$ cat src/rtl/vga_timing_gen.sv
// 640x480@60Hz raster timing: scan counters, blank and PIPE_DLY-aligned active-low syncs.
// Define FRAME_COUNT_EN to build the 8-bit frame counter; otherwise frame_cnt is tied to zero.
module vga_timing_gen #(
  parameter int H_VISIBLE = 640,
  parameter int H_FRONT   = 16,
  parameter int H_SYNC    = 96,
  parameter int H_BACK    = 48,
  parameter int V_VISIBLE = 480,
  parameter int V_FRONT   = 10,
  parameter int V_SYNC    = 2,
  parameter int V_BACK    = 33,
  parameter int PIPE_DLY  = 1
) (
  input  logic       vga_clk,
  input  logic       reset,
  output logic [9:0] DrawX,
  output logic [9:0] DrawY,
  output logic       blank,
  output logic       hs,
  output logic       vs,
  output logic       frame_start,
  output logic [7:0] frame_cnt
);

  localparam int H_TOTAL = H_VISIBLE + H_FRONT + H_SYNC + H_BACK;
  localparam int V_TOTAL = V_VISIBLE + V_FRONT + V_SYNC + V_BACK;

  localparam logic [9:0] H_LAST       = 10'(H_TOTAL - 1);
  localparam logic [9:0] V_LAST       = 10'(V_TOTAL - 1);
  localparam logic [9:0] H_VIS        = 10'(H_VISIBLE);
  localparam logic [9:0] V_VIS        = 10'(V_VISIBLE);
  localparam logic [9:0] H_SYNC_START = 10'(H_VISIBLE + H_FRONT);
  localparam logic [9:0] H_SYNC_END   = 10'(H_VISIBLE + H_FRONT + H_SYNC);
  localparam logic [9:0] V_SYNC_START = 10'(V_VISIBLE + V_FRONT);
  localparam logic [9:0] V_SYNC_END   = 10'(V_VISIBLE + V_FRONT + V_SYNC);

  logic [9:0] hc_q, hc_d;
  logic [9:0] vc_q, vc_d;
  logic       lineEnd;
  logic       hsRaw, vsRaw;
  logic       hsDly, vsDly;

  assign lineEnd = (hc_q == H_LAST);

  always_comb begin
    hc_d = hc_q + 10'd1;
    vc_d = vc_q;
    if (lineEnd) begin
      hc_d = '0;
      vc_d = (vc_q == V_LAST) ? '0 : vc_q + 10'd1;
    end
  end

  always_ff @(posedge vga_clk) begin
    if (reset) begin
      hc_q <= '0;
      vc_q <= '0;
    end else begin
      hc_q <= hc_d;
      vc_q <= vc_d;
    end
  end

  assign hsRaw = !((hc_q >= H_SYNC_START) && (hc_q < H_SYNC_END));
  assign vsRaw = !((vc_q >= V_SYNC_START) && (vc_q < V_SYNC_END));

  // Sync delay matches the latency of the registered colour stage downstream.
  generate
    if (PIPE_DLY == 0) begin : g_noPipe
      assign hsDly = hsRaw;
      assign vsDly = vsRaw;
    end else begin : g_pipe
      logic [PIPE_DLY-1:0] hsPipe_q;
      logic [PIPE_DLY-1:0] vsPipe_q;

      always_ff @(posedge vga_clk) begin
        if (reset) begin
          hsPipe_q <= '1;
          vsPipe_q <= '1;
        end else begin
          hsPipe_q[0] <= hsRaw;
          vsPipe_q[0] <= vsRaw;
          for (int i = 1; i < PIPE_DLY; i++) begin
            hsPipe_q[i] <= hsPipe_q[i-1];
            vsPipe_q[i] <= vsPipe_q[i-1];
          end
        end
      end

      assign hsDly = hsPipe_q[PIPE_DLY-1];
      assign vsDly = vsPipe_q[PIPE_DLY-1];
    end
  endgenerate

  assign DrawX       = hc_q;
  assign DrawY       = vc_q;
  assign blank       = !reset && (hc_q < H_VIS) && (vc_q < V_VIS);
  assign frame_start = !reset && (hc_q == '0) && (vc_q == '0);
  assign hs          = hsDly | reset;
  assign vs          = vsDly | reset;

`ifdef FRAME_COUNT_EN
  logic [7:0] frameCnt_q, frameCnt_d;
  logic       frameEnd;

  // Advances on the (last,last)->(0,0) wrap so the new count is visible with frame_start.
  assign frameEnd   = lineEnd && (vc_q == V_LAST);
  assign frameCnt_d = frameEnd ? frameCnt_q + 8'd1 : frameCnt_q;

  always_ff @(posedge vga_clk) begin
    if (reset) frameCnt_q <= '0;
    else       frameCnt_q <= frameCnt_d;
  end

  assign frame_cnt = frameCnt_q;
`else
  assign frame_cnt = 8'h00;
`endif

endmodule
$ cat config.mk
export PLATFORM = sky130hd
export DESIGN_NAME = vga_timing_gen
export DESIGN_NICKNAME = d
export VERILOG_FILES = /design/src/rtl/vga_timing_gen.sv
export SDC_FILE = /design/constraint.sdc
export NUM_CORES = 1
export LEC_CHECK = 0
export CORE_MARGIN = 2
export CORE_UTILIZATION = 53
export CTS_BUF_LIST = sky130_fd_sc_hd__clkbuf_2
export CTS_CLUSTER_SIZE = 12
export DETAILED_ROUTE_END_ITERATION = 16
export GPL_TIMING_DRIVEN = 0
export PLACE_DENSITY_LB_ADDON = 0.05
export SETUP_SLACK_MARGIN = 0.05
export SLEW_MARGIN = 30
export SYNTH_ARGS = -nofsm -noshare
export SYNTH_HDL_FRONTEND = slang
export SYNTH_SLANG_ARGS = --single-unit
$ cat constraint.sdc
create_clock -name vga_clk -period 2.95 [get_ports vga_clk]
set_input_delay 0.885 -clock vga_clk [delete_from_list [all_inputs] [get_ports vga_clk]]
set_output_delay 0.885 -clock vga_clk [all_outputs]
set_load 0.02 [all_outputs]
==> qor.txt, run 1 <==
Status -> finished, final reports clean
Synth cell types -> 32
Ranking of synthesized cells by area -> dfxtp_1, nor2_1, xnor2_1, buf_4, ha_1
Die area -> 2680 um2
Core Area -> 2190 um2
CTS tree -> yes
Min-delay src -> DrawX[0]
Vias in the first global route -> 906
CTS clock-pin slew for the worst setup and hold paths -> 210 ps
Number of synthesized register bits -> 22
CTS Sinks -> 22
CP Max Fanout -> 10
Reg2reg start -> DrawX[0]
RD Place Congestion -> 0.866
Share of layout cells above drive strength 1 -> 15.6%
Critical Path Slowest Stage Cell -> or2_2
DR WL/cell -> 11.6 um
Max-cap violation count -> 0
Number of vias per cell -> 5.26
Critical path arrival -> 1880 ps
DRC Markers -> 0
Post-synthesis cell count -> 144
Post-DRT Antenna Nets -> 0
Routed wl met3 -> 163 um
Width of the die -> 51.8 um
Worst r2r path cells -> 5
Fill count -> 200
Synth area leader -> dfxtp_1
Clk buf depth -> 2
CP Class -> input pin to output pin
WHS -> 506 ps
EDFF count, synth -> 0
Worst skew pair latency -> 340 ps
Diode count -> 0
Top sig layer -> met4
Synth Area per Inst -> 8.41 um2
Initial antenna violation count -> 0
Final setup violation count -> 0
Sequential share of the synthesized area -> 36.4%
Die Y -> 51.8 um
R2R Setup Slk -> 750 ps
VDD IR-drop max -> 0.253 mV
Ys Warns -> 0
Total power draw -> 0.000483 W
IO buf count -> 25
Pre-CTS setup slack -> -522 ps
Row Count -> 17
Max-slew violations -> 0
FFs w/ async S/R, synth -> 0%
Hold Path Sink -> DrawX[0]
Area grow syn2layout -> 28.3%
Total leakage power -> 0.564 nW
Htree depth -> 1
Via count -> 1,095
CP startpoint kind -> input pin
Final wirelength -> 2410 um
CTS root buf -> clkbuf_2
F_max -> 0.361 GHz
Critical Path, Cell by Cell -> dlygate4sd2_1 -> clkbuf_8 -> or2_2 -> clkdlybuf4s15_2
Grt total ovfl -> 0
Hold Crit Class -> flop to flop
Cts hold-fix bufs -> 0
Worst R2R End -> DrawY[8]
I/O Pins -> 34
Setup bufs post-CTS -> 0
Largest net degree at the start of global routing -> 13
Total iterations of the first detailed-routing run -> 4
Top cell type's share of synthesized area -> 36.4%
Clk_skew -> 18.9 ps
Iteration-0 DRC Markers -> 30
Initial Util -> 55.3%
Worst Hold Path Cells -> 1
Num CTS Buffers -> 3
Required time of the critical path -> 2070 ps
M1 WL -> 1130 um
Netlist Area Pre-Place -> 1210 um2
Hold Violations, Final -> 0
Global-route wire length before repair -> 3960 um
Final WS setup -> 181 ps
GRT Util Overall -> 19.8%
HPWL after DPL -> 1790 um
Tmin final -> 2770 ps
NumNets Final -> 188
Slowest stage delay, CP -> 290 ps
Ys flop type -> dfxtp_1
Met2 wire length -> 1070 um
Critical Path Sink Type -> output pin
PD cells -> 311 nW/um2
Period utilization -> 93.9%
Unrepaired setup endpoints after global routing -> false
==> worst max-delay path: cells and delay by family <==
| kind | cells | cell delay [ps] |
|---|---|---|
| and+or+nand+nor | 1 | 290 |
| buffers and inverters | 3 | 710 |
==> registers in the layout, summed over array words and instances (netlist names) <==
| signal | flops |
|---|---|
| DrawX | 10 |
| DrawY | 10 |
| g_pipe.hsPipe_q | 1 |
| g_pipe.vsPipe_q | 1 |
==> how the worst max path moves through the flow <==
stage | slack (ps) | startpoint | endpoint | cells after the start
5_1_grt | 100 | reset | blank | 5
2_1_floorplan | 220 | reset | frame_start | 3
3_5_place_dp | -520 | reset | blank | 5
6_report | 180 | reset | vs | 4
3_3_place_gp | -520 | reset | frame_start | 5
4_1_cts | 180 | reset | blank | 5
==> logic make-up after synthesis <==
logic type | synth area share (%)
AO/OA/AOI/OAI | 4.55
adder cells (fa/ha/maj) | 5.17
multiplexers | 1.65
AND/OR/NAND/NOR | 31.0
flip-flops | 36.4
buffers and inverters | 10.8
other | 0.310
XOR/XNOR | 10.1
==> metal layers <==
metal,global-route usage (%),vias to the layer above
met4,10.1,0
met5,0,-
met2,29.7,42
met1,27.7,491
met3,2.59,5
li1,-,557
==> synthesized netlist by cell type (3+ instances only) <==
cell type,instances
dfxtp_1,22
nor2_1,21
nand3_1,10
buf_4,9
xnor2_1,9
inv_1,7
nand2_1,6
nand4_1,6
nor3_1,6
nor4_1,6
ha_1,5
xor2_1,5
clkbuf_1,4
or2_2,3
==> placed cells by master, fill, tap and decap left out, types with 3 or more instances in the layout <==
cell type,synthesis,routed
buf_4,9,9
clkbuf_1,4,3
clkbuf_2,0,3
clkdlybuf4s15_2,0,3
clkdlybuf4s50_1,0,20
conb_1,1,8
dfxtp_1,22,22
ha_1,5,5
inv_1,7,7
nand2_1,6,6
nand3_1,10,10
nand4_1,6,6
nor2_1,21,21
nor3_1,6,5
nor4_1,6,6
or2_2,3,3
xnor2_1,9,9
xor2_1,5,5
==> report_power, final <==
group / internal (W) / leakage [nW] / switching, W
clock: 0.0000295 / 0.0140 / 0.0000918
combinational: 0.0000245 / 0.373 / 0.0000318
sequential: 0.000301 / 0.178 / 0.00000434
==> final cells by class <==
class / count / area, um2 / area share (%)
multi-input combinational: 107 / 671 / 43.2
sequential: 22 / 440 / 28.3
timing repair buffer: 25 / 248 / 15.9
buffer: 15 / 115 / 7.41
tap: 28 / 35.0 / 2.25
inverter: 7 / 26.3 / 1.69
clock buffer: 3 / 15.0 / 0.966
clock inverter: 1 / 3.75 / 0.242
==> metrics by stage <==
stage | TNS, ps | area [um2] | cells | utilization (%)
5_1_grt | 0 | 1550 | 208 | 70.9
3_3_place_gp | -2040 | 1520 | 204 | 69.5
3_5_place_dp | -2040 | 1520 | 204 | 69.5
6_report | 0 | 1550 | 208 | 70.9
4_1_cts | 0 | 1550 | 208 | 70.9
2_1_floorplan | 0 | 1240 | 151 | -
==> timing repair <==
item                                   CTS  global route
endpoints found under the hold margin    0             0
setup endpoints to repair                4             0
gates resized for setup                 19             0
(Power assumes the default switching activity.)
==> run 2: changes to the inputs <==
- MAX_ROUTING_LAYER: default -> met4
==> qor.txt, run 2 (same netlist as run 1, synthesis figures left out) <==
Htree depth -> 1 (unchanged)
Period utilization -> 93.9% (about the same)
Critical Path Slowest Stage Cell -> or2_2
Width of the die -> 51.8 um (unchanged)
F_max -> 0.361 GHz (about the same)
Routed wl met3 -> 187 um (+15%)
CP Class -> input pin to output pin
Critical Path Sink Type -> output pin
Setup bufs post-CTS -> 0 (unchanged)
Max-slew violations -> 0 (unchanged)
CP startpoint kind -> input pin
Status -> finished, final reports clean
Diode count -> 0 (unchanged)
RD Place Congestion -> 0.880 (+1.6%)
PD cells -> 313 nW/um2 (+0.67%)
Clk buf depth -> 2 (unchanged)
Top sig layer -> met4
Share of layout cells above drive strength 1 -> 15.6% (unchanged)
Post-DRT Antenna Nets -> 0 (unchanged)
Unrepaired setup endpoints after global routing -> false
Final WS setup -> 179 ps (-2.12 ps)
Max-cap violation count -> 0 (unchanged)
Slowest stage delay, CP -> 290 ps (about the same)
Via count -> 1,104 (+0.82%)
Critical Path, Cell by Cell -> dlygate4sd2_1 -> clkbuf_8 -> or2_2 -> clkdlybuf4s15_2
Total Neg Setup Slack -> 0 ps (unchanged)
CTS clock-pin slew for the worst setup and hold paths -> 210 ps (about the same)
CTS Sinks -> 22 (unchanged)
CP Max Fanout -> 10 (unchanged)
Global-route wire length before repair -> 3960 um (unchanged)
Cts repair resizes -> 19 (unchanged)
Row Count -> 17 (unchanged)
HPWL after DPL -> 1790 um (unchanged)
GRT Util Overall -> 20.3% (+0.52 points)
Pre-CTS setup slack -> -522 ps (unchanged)
VDD IR-drop max -> 0.254 mV (+0.38%)
I/O Pins -> 34 (unchanged)
Die area -> 2680 um2 (unchanged)
Hold Violations, Final -> 0 (unchanged)
Final setup violation count -> 0 (unchanged)
CTS root buf -> clkbuf_2
Iteration-0 DRC Markers -> 30 (unchanged)
Largest net degree at the start of global routing -> 13 (unchanged)
Total iterations of the first detailed-routing run -> 4 (unchanged)
IO buf count -> 25 (unchanged)
Met2 wire length -> 1060 um (-0.65%)
Post-route insts no fill -> 208 (unchanged)
Worst skew pair latency -> 350 ps (about the same)
NumNets Final -> 188 (unchanged)
CTS tree -> yes
Die Y -> 51.8 um (unchanged)
Placed cells -> 204 (unchanged)
Clk_skew -> 20.0 ps (+1.05 ps)
WHS -> 507 ps (+0.363 ps)
Number of vias per cell -> 5.31 (+0.82%)
Total leakage power -> 0.564 nW (unchanged)
Core Area -> 2190 um2 (unchanged)
Grt total ovfl -> 0 (unchanged)
M1 WL -> 1110 um (-1.9%)
Cts hold-fix bufs -> 0 (unchanged)
Tmin final -> 2770 ps (+2.12 ps)
Vias in the first global route -> 907 (+0.11%)
Final wirelength -> 2410 um (-0.12%)
DRC Markers -> 0 (unchanged)
Fill count -> 200 (unchanged)
Initial Util -> 55.3% (unchanged)
Post-layout util -> 70.9% (unchanged)
Num CTS Buffers -> 3 (unchanged)
CP bufs+invs -> 3 (unchanged)
Area grow syn2layout -> 28.3% (unchanged)
Critical path arrival -> 1890 ps (about the same)
Initial antenna violation count -> 0 (unchanged)
Most common cell after layout, fill and taps aside -> dfxtp_1
Most frequent cells in the layout -> dfxtp_1, nor2_1, clkdlybuf4s50_1
Hold Crit Class -> flop to flop
Largest delay share family, worst path -> buffers and inverters
DR WL/cell -> 11.6 um (-0.12%)
Required time of the critical path -> 2070 ps (about the same)
run 2: layout make-up:
cell class | instances | area (um2) | share of cell area [%]
plain buffers | 15 | 115 | 7.41
inverters | 7 | 26.3 | 1.69
well taps | 28 | 35.0 | 2.25
flip-flops and latches | 22 | 440 | 28.3
clock buffers | 3 | 15.0 | 0.966
clock inverters | 1 | 3.75 | 0.242
multi-input cells | 107 | 671 | 43.2
repair buffers | 25 | 248 | 15.9
run 2: worst paths after layout:
check                           cells after the start       end  startpoint  slack [ps]
worst max-delay path                                4        vs       reset         180
worst min-delay path                                1  DrawX[0]    DrawX[0]         510
worst max register to register                      5  DrawY[8]    DrawX[0]         760
worst min register to register                      1  DrawX[0]    DrawX[0]         510
run 2: through the flow:
stage	cell area, um2	total power, W
after floorplan	1240	0.000351
after global placement	1520	0.000368
after detailed placement	1520	0.000368
after CTS	1550	0.000491
after global routing	1550	0.000504
final	1550	0.000486
run 2: layer usage:
layer  up-vias  track usage [%]
met1       486             27.7
met4         0             10.1
met2        57             29.7
met3         5             2.59
met5         -                -
li1        556                -
run 2: power by group:
group / internal (W) / leakage (nW) / switching (W)
clock: 0.0000294 / 0.0140 / 0.0000951
sequential: 0.000301 / 0.178 / 0.00000432
combinational: 0.0000245 / 0.373 / 0.0000318
total: 0.000355 / 0.564 / 0.000131
